===== config.mk =====
export PLATFORM = sky130hd
export DESIGN_NAME = gcd_result_queue_flat
export DESIGN_NICKNAME = d
export VERILOG_FILES = /design/src/rtl/gcd_result_queue_if.sv /design/src/rtl/gcd_result_queue.sv /design/src/flat_wrapper.sv
export SDC_FILE = /design/constraint.sdc
export NUM_CORES = 1
export LEC_CHECK = 0
export ABC_AREA = 1
export BUFFER_PORTS_ARGS = -buffer_cell sky130_fd_sc_hd__buf_2
export CAP_MARGIN = 40
export CORE_MARGIN = 4
export CORE_UTILIZATION = 53
export DETAILED_ROUTE_END_ITERATION = 16
export HOLD_SLACK_MARGIN = 0.12
export PLACE_DENSITY = 0.82
export SLEW_MARGIN = 0
export SYNTH_ARGS = -nofsm -noshare
export SYNTH_HDL_FRONTEND = slang
export SYNTH_SLANG_ARGS = --single-unit

===== constraint.sdc =====
create_clock -name clk_i -period 3.2 [get_ports clk_i]
set_input_delay 0.64 -clock clk_i [delete_from_list [all_inputs] [get_ports clk_i]]
set_output_delay 0.64 -clock clk_i [all_outputs]
set_load 0.01 [all_outputs]

===== src/rtl/gcd_result_queue_if.sv =====
// Port bundle of the GCD result queue: issue credits, GCD result input, dequeue port and status.
// The slave modport is the queue's view; the master modport is the surrounding environment's view.
interface gcd_result_queue_if #(
   parameter int WIDTH = 32,
   parameter int DEPTH = 4
);
   localparam int CW = $clog2(DEPTH + 1);

   logic             issue_fire;
   logic             issue_allow;
   logic             res_valid;
   logic [WIDTH-1:0] res_bits;
   logic             deq_valid;
   logic             deq_ready;
   logic [WIDTH-1:0] deq_bits;
   logic [CW-1:0]    count;
   logic [CW-1:0]    inflight;
   logic             err_overflow;
   logic             err_orphan;
   logic             err_credit;

   modport slave (
      input  issue_fire, res_valid, res_bits, deq_ready,
      output issue_allow, deq_valid, deq_bits, count, inflight,
             err_overflow, err_orphan, err_credit
   );

   modport master (
      output issue_fire, res_valid, res_bits, deq_ready,
      input  issue_allow, deq_valid, deq_bits, count, inflight,
             err_overflow, err_orphan, err_credit
   );
endinterface


===== src/rtl/gcd_result_queue.sv =====
// Buffers GCD results (valid-only source) in a DEPTH-entry FIFO behind a valid/ready port and
// issues upstream credits so that every outstanding job is guaranteed a FIFO slot.
module gcd_result_queue #(
   parameter int WIDTH = 32,
   parameter int DEPTH = 4
) (
   input logic              clk_i,
   input logic              rst_i,
   gcd_result_queue_if.slave q_if
);
   localparam int CW = $clog2(DEPTH + 1);
   localparam int PW = $clog2(DEPTH);
   localparam logic [CW:0]   DEPTH_W = (CW + 1)'(DEPTH);
   localparam logic [PW-1:0] PTR_LAST = PW'(DEPTH - 1);

   logic [WIDTH-1:0] mem_q [DEPTH];
   logic [PW-1:0]    rd_ptr_q, rd_ptr_d;
   logic [PW-1:0]    wr_ptr_q, wr_ptr_d;
   logic [CW-1:0]    count_q, count_d;
   logic [CW-1:0]    inflight_q, inflight_d;
   logic             err_overflow_q, err_overflow_d;
   logic             err_orphan_q, err_orphan_d;
   logic             err_credit_q, err_credit_d;

   logic             deq_valid, full, deq_fire, enq, res_ret, issue_allow;
   logic [CW:0]      credit_sum, inflight_sum;

   // Every output below is a function of registers only.
   assign deq_valid   = (count_q != '0);
   assign full        = (count_q == CW'(DEPTH));
   assign credit_sum  = {1'b0, count_q} + {1'b0, inflight_q};
   assign issue_allow = (credit_sum < DEPTH_W);

   always_comb begin
      deq_fire = deq_valid & q_if.deq_ready;
      enq      = q_if.res_valid & (!full | deq_fire);
      res_ret  = q_if.res_valid & (inflight_q != '0);

      rd_ptr_d = rd_ptr_q;
      if (deq_fire) rd_ptr_d = (rd_ptr_q == PTR_LAST) ? '0 : rd_ptr_q + PW'(1);
      wr_ptr_d = wr_ptr_q;
      if (enq) wr_ptr_d = (wr_ptr_q == PTR_LAST) ? '0 : wr_ptr_q + PW'(1);

      count_d = count_q + CW'(enq) - CW'(deq_fire);

      // A credit violation can push inflight past DEPTH; it is held at DEPTH instead.
      inflight_sum = {1'b0, inflight_q} + (CW + 1)'(q_if.issue_fire) - (CW + 1)'(res_ret);
      inflight_d   = (inflight_sum > DEPTH_W) ? CW'(DEPTH) : inflight_sum[CW-1:0];

      err_overflow_d = err_overflow_q | (q_if.res_valid & full & !deq_fire);
      err_orphan_d   = err_orphan_q | (q_if.res_valid & (inflight_q == '0));
      err_credit_d   = err_credit_q | (q_if.issue_fire & !issue_allow);
   end

   // NOTE: sequential state uses non-blocking assignments so every register samples the same pre-edge values.
   always_ff @(posedge clk_i or posedge rst_i) begin
      if (rst_i) begin
         rd_ptr_q       <= '0;
         wr_ptr_q       <= '0;
         count_q        <= '0;
         inflight_q     <= '0;
         err_overflow_q <= 1'b0;
         err_orphan_q   <= 1'b0;
         err_credit_q   <= 1'b0;
      end else begin
         rd_ptr_q       <= rd_ptr_d;
         wr_ptr_q       <= wr_ptr_d;
         count_q        <= count_d;
         inflight_q     <= inflight_d;
         err_overflow_q <= err_overflow_d;
         err_orphan_q   <= err_orphan_d;
         err_credit_q   <= err_credit_d;
      end
   end

   // NOTE: the data array has no reset; count_q alone decides which entries are meaningful.
   always_ff @(posedge clk_i) begin
      if (enq && !rst_i) mem_q[wr_ptr_q] <= q_if.res_bits;
   end

   assign q_if.issue_allow  = issue_allow;
   assign q_if.deq_valid    = deq_valid;
   assign q_if.deq_bits     = deq_valid ? mem_q[rd_ptr_q] : '0;
   assign q_if.count        = count_q;
   assign q_if.inflight     = inflight_q;
   assign q_if.err_overflow = err_overflow_q;
   assign q_if.err_orphan   = err_orphan_q;
   assign q_if.err_credit   = err_credit_q;

   // With well-behaved neighbours every job owns exactly one slot, queued or still in flight.
   a_credit_bound : assert property (@(posedge clk_i) disable iff (rst_i)
      (err_overflow_q || err_orphan_q || err_credit_q || credit_sum <= DEPTH_W));
endmodule

===== src/flat_wrapper.sv =====
// flat-port wrapper written by rule: the top's interface ports become plain ports
module gcd_result_queue_flat 
#(
   parameter int WIDTH = 32,
   parameter int DEPTH = 4
)
  (clk_i, rst_i, q_if_issue_fire, q_if_res_valid, q_if_res_bits, q_if_deq_ready, q_if_issue_allow, q_if_deq_valid, q_if_deq_bits, q_if_count, q_if_inflight, q_if_err_overflow, q_if_err_orphan, q_if_err_credit);
  gcd_result_queue_if #(.WIDTH(WIDTH), .DEPTH(DEPTH)) q_if_i ();
  input logic clk_i;
  input logic rst_i;
  input wire logic [$bits(q_if_i.issue_fire)-1:0] q_if_issue_fire;
  input wire logic [$bits(q_if_i.res_valid)-1:0] q_if_res_valid;
  input wire logic [$bits(q_if_i.res_bits)-1:0] q_if_res_bits;
  input wire logic [$bits(q_if_i.deq_ready)-1:0] q_if_deq_ready;
  output wire logic [$bits(q_if_i.issue_allow)-1:0] q_if_issue_allow;
  output wire logic [$bits(q_if_i.deq_valid)-1:0] q_if_deq_valid;
  output wire logic [$bits(q_if_i.deq_bits)-1:0] q_if_deq_bits;
  output wire logic [$bits(q_if_i.count)-1:0] q_if_count;
  output wire logic [$bits(q_if_i.inflight)-1:0] q_if_inflight;
  output wire logic [$bits(q_if_i.err_overflow)-1:0] q_if_err_overflow;
  output wire logic [$bits(q_if_i.err_orphan)-1:0] q_if_err_orphan;
  output wire logic [$bits(q_if_i.err_credit)-1:0] q_if_err_credit;
  assign q_if_i.issue_fire = q_if_issue_fire;
  assign q_if_i.res_valid = q_if_res_valid;
  assign q_if_i.res_bits = q_if_res_bits;
  assign q_if_i.deq_ready = q_if_deq_ready;
  assign q_if_issue_allow = q_if_i.issue_allow;
  assign q_if_deq_valid = q_if_i.deq_valid;
  assign q_if_deq_bits = q_if_i.deq_bits;
  assign q_if_count = q_if_i.count;
  assign q_if_inflight = q_if_i.inflight;
  assign q_if_err_overflow = q_if_i.err_overflow;
  assign q_if_err_orphan = q_if_i.err_orphan;
  assign q_if_err_credit = q_if_i.err_credit;
  gcd_result_queue #(.WIDTH(WIDTH), .DEPTH(DEPTH)) u_core (.clk_i(clk_i), .rst_i(rst_i), .q_if(q_if_i));
endmodule

; ---- Word level (Yosys, flattened, before mapping)
; Memories as Yosys holds them, arrays and structs flattened.
; Index checks and enable logic that the tools add are counted.
[totals]
reg_bits = 13
ram_bits = 128
input_bits = 37
output_inout_bits = 43
elab_cells = 45
n_memories = 1
[mem_list]
columns = name, depth, word_bits, read_ports, rd_clocked_by_memory_dff, wr, line
row1 = u_core.mem_q, 4, 32, 1, 0, 1, gcd_result_queue.sv:16  ; logic [WIDTH-1:0] mem_q [DEPTH];
[classes]
addsub = 7
n_lt_le_gt_ge = 2
n_eq_ne = 3
muxes = 6
bitwise = 11
reduce_logical = 8
[op_table]
columns = op, n
row1 = $mux W32, 1
row2 = $and A1 B1 Y1, 7
row3 = $reduce_bool A3 Y1, 2
row4 = $add A2 B1 Y2 const B, 2
row5 = $add A3 B1 Y4, 1
row6 = $add A3 B3 Y4, 1
row7 = $eq A2 B2 Y1 const B, 2
row8 = $gt A4 B3 Y1 const B, 1
row9 = $logic_not A1 Y1, 4
row10 = $lt A4 B3 Y1 const B, 1
row11 = $mux W2, 2
row12 = $or A1 B1 Y1, 4
row13 = $sub A4 B1 Y4, 1
row14 = $add A3 B1 Y3, 1
row15 = $eq A3 B3 Y1 const B, 1
row16 = $logic_not A3 Y1, 1
row17 = $mux W3, 1
row18 = $sub A3 B1 Y3, 1
row19 = $mux W1, 2
row20 = $logic_and A1 B1 Y1, 1

; ---- Logic depth before layout (Yosys ltp)
[depth]
depth_word = 7
depth_mapped = 12
depth_no_buf = 12

; ---- Least setup slack after synthesis
; No wires, ideal clock.
[synth_timing]
kind = input port to flip-flop
startpoint = in rst_i
endpoint = mem u_core.mem_q[0][0], enable pin
setup_time_ns = 0.421
t_arrival_ns = 2.493
required_ns = 2.779
path_slack_ns = 0.286
path_stages = 3
n_path_buf = 0
cell_sequence = inv_1 nand2_1 nor2_1
[synth_between]
elab_chain_len = 4
[synth_lines]
columns = element, line
row1 = "start, declared", flat_wrapper.sv:10  ; input logic rst_i;
row2 = $logic_not A1 Y1 (no line), -
row3 = $logic_and A1 B1 Y1, gcd_result_queue.sv:78  ; if (enq && !rst_i) mem_q[wr_ptr_q] <= q_if.res_bits;
row4 = $mux W1, gcd_result_queue.sv:78
row5 = $mux W1 (implied by the code), gcd_result_queue.sv:78
row6 = "end, declared", gcd_result_queue.sv:16
; No other way between the ends.

; ---- Worst setup path after layout
[layout_timing]
startpoint = reg u_core.rd_ptr_q[0]
endpoint = out q_if_deq_bits[26]
[layout_between]
elab_chain_len = 2
[layout_lines]
columns = element, line
row1 = "start, declared", gcd_result_queue.sv:17  ; logic [PW-1:0] rd_ptr_q, rd_ptr_d;
row2 = "start signal, assigned", gcd_result_queue.sv:66  ; rd_ptr_q <= rd_ptr_d;
row3 = $mem_v2 Z4 W32, -
row4 = $mux W32, gcd_result_queue.sv:83  ; assign q_if.deq_bits = deq_valid ? mem_q[rd_ptr_q] : '0;
row5 = "end, declared", flat_wrapper.sv:17  ; output wire logic [$bits(q_if_i.deq_bits)-1:0] q_if_deq_bits;
; No other way between the ends.

==> out/qor.txt <==
Synth top area cells: edfxtp_1 66%, nor2_1 8.9%, dfrtp_1 5.6%
Leading cell type in the layout, fill and taps excluded: nor2_1
Unrepaired setup endpoints after global routing: no
TritonCTS clock tree: done
Pwr Density: 970 nW/um2
Syn nets: 533
Fmax achieved: 350 MHz
Crit share post-route: 89.2%
Worst Path Required: 2.56 ns
Worst hold slack: 0.350 ns
Layout area overhead: 19.8%
Critical path type: flop to output port
I/O Buffers: 79
Final min period: 2.85 ns
Hold_buf cts: 1
Initial Util: 55.4%
Hold wc startpoint: q_if_res_bits[2]
GR Util All Layers: 20.0%
First-pass GRT wire length: 19.8 mm
Worst hold path type: primary input to flop
Routability cong.: 0.772
Final Power: 6.76 mW
CP max FO: 66
CORE AREA: 10500 um2
Post-synthesis instance area: 5820 um2
Final Max Tran Viols: 0
DR vias/cell: 5.37
DRC: 0
Post-layout worst setup margin: 0.346 ns
Crit end category: output port
Synth area leader: edfxtp_1
Commonest non-fill, non-tap cells in the layout: 134 x nor2_1, 128 x edfxtp_1, 79 x buf_2, 35 x o21ai_0
Largest net degree at the start of global routing: 67
Leakage power: 2.67 nW
DRT antenna net count: 0
Hpwl dp: 7.33 mm
Share of the synthesized area in the top cell type: 66.1%
Worst Setup SP: u_core.rd_ptr_q[0]
Total number of vias: 3843
Worst Max-Slew Pin Slew: 0.711 ns
Syn_area_per_cell: 12.1 um2
Die Footprint: 12700 um2
Max Clock Skew: 0.0111 ns
CTS root buf: clkbuf_8
Finished Core Util: 66.3%
Clock Path Buffers: 2
EDFF count, synth: 128
First drt pass iteration count: 4
#FFs+latches synth: 141
Clock sink count: 141
Crit-path slowest cell: buf_4
Place WS: 0.678 ns
Async set-reset flop share out of synthesis: 9.22%
Reg2reg start: u_core.q_if.count[2]
Register area share after synthesis: 71.7%
Number of instances in the placed design: 682
# Post-CTS Setup Buffers: 0
Share of layout cells above drive strength 1: 21.5%
Setup violators final: 0
Clock transition at path regs: 0.06 ns
Final Hold Fails: 0
Clk_lat worst skew: 0.51 ns
Nets@finish: 618
Outcome: completed
Grt ovf: 0
YS warnings: 0
WL final: 12.3 mm
Rows: 37
Chip width: 113 um
Startpoint types: flop
CTS Buf Count: 17
Vias in the first global route: 3968
Die height: 113 um
Cells after synthesis: 481
Finished Cell Area: 6970 um2
I/O pin count: 80
Arrival time at the worst endpoint: 2.21 ns
Initial antenna violation count: 1
H-Tree Depth: 4
Primary FF master, synth: edfxtp_1
Avg WL per Cell: 17.2 um
Crit path largest cell delay: 0.56 ns
Setup_tns: 0 ns
Peak supply drop: 0.000545 V
Max-cap violations: 0
Cell Area, Placed: 6350 um2
CTS resizes: 0
Cell Chain, Critical Path: buf_4 -> nor2_1 -> nor2_1 -> o21ai_1 -> a21oi_1 -> buf_2
Max-Slew Margin vs Limit: 52.6%
Cell variety after synth: 23
Iteration-0 DRC Markers: 350
Final cell count without fillers: 715
Most used cell along the critical path: nor2_1
## path summary, 6_finish.rpt
| path | endpoint | cells past startpoint | slack [ns] |
|---|---|---|---|
| setup / recovery | q_if_deq_bits[26] | 6 | 0.35 |
| hold / removal | u_core.mem_q[3][2] | 1 | 0.35 |
| setup reg to reg | u_core.mem_q[1][2] | 8 | 0.89 |
| hold reg to reg | u_core.q_if.err_credit | 1 | 0.47 |
| max in group asynchronous | u_core.rd_ptr_q[0] | 4 | 2.37 |
| min in group asynchronous | u_core.q_if.err_overflow | 4 | 0.65 |
## synth_stat cells (3+ instances only)
master	count
nand2_1	17
edfxtp_1	128
o21ai_0	35
buf_2	9
clkbuf_1	6
dfrtp_1	13
nor2_1	138
buf_6	6
a21oi_1	33
o21bai_1	3
ha_1	13
inv_1	28
o21ai_1	33
nand3_1	8
## critical path: cells and delay by family, from the launching register on
| kind | cells | cell delay (ns) |
|---|---|---|
| flip-flops | 1 | 0.37 |
| AO/OA/AOI/OAI | 2 | 0.29 |
| buffers and inverters | 2 | 0.73 |
| AND/OR/NAND/NOR | 2 | 0.28 |
## layer usage
metal  vias to the layer above  wire (um)  GRT usage (%)
met5                         -         13              0
met4                         2        116           6.89
met3                        12        696           6.26
met2                       148       6480           33.4
met1                      1841       4970           24.9
li1                       1840          -              -
## report_power, final
part	leakage (nW)	switching [mW]	total, mW	internal (mW)
Combinational	1.08	1.55	2.40	0.850
Sequential	1.31	0.103	2.36	2.26
Clock	0.282	0.733	1.99	1.26
Total	2.67	2.39	6.76	4.37
## final cells by class
class                           count  area [um2]
Antenna cell                        1        2.50
Clock buffer                       17         414
Tap cell                          136         170
Clock inverter                     14         193
Inverter                           29         109
Sequential cell                   141        4170
Fill cell                         744        3540
Timing Repair Buffer               90         493
Multi-Input combinational cell    287        1420
## registers in the layout, summed over array words and instances, names as in the netlist
| name | cells |
|---|---|
| u_core.q_if.inflight | 3 |
| u_core.q_if.count | 3 |
| u_core.mem_q | 128 |
| u_core.q_if.err_orphan | 1 |
| u_core.wr_ptr_q | 2 |
| u_core.q_if.err_credit | 1 |
| u_core.rd_ptr_q | 2 |
| u_core.q_if.err_overflow | 1 |
## cell families (layout without fill, tap and decap cells)
kind of cell    Yosys count  count (layout)  synth area share, %
buf+inv                  53             150                 4.49
other cells               0               1                    0
compound gates          105             105                 9.18
simple gates            165             165                 10.9
fa+ha+maj                15              15                 3.48
flops                   141             141                 71.7
xor+xnor                  2               2                0.301
(Power assumes the default switching activity.)
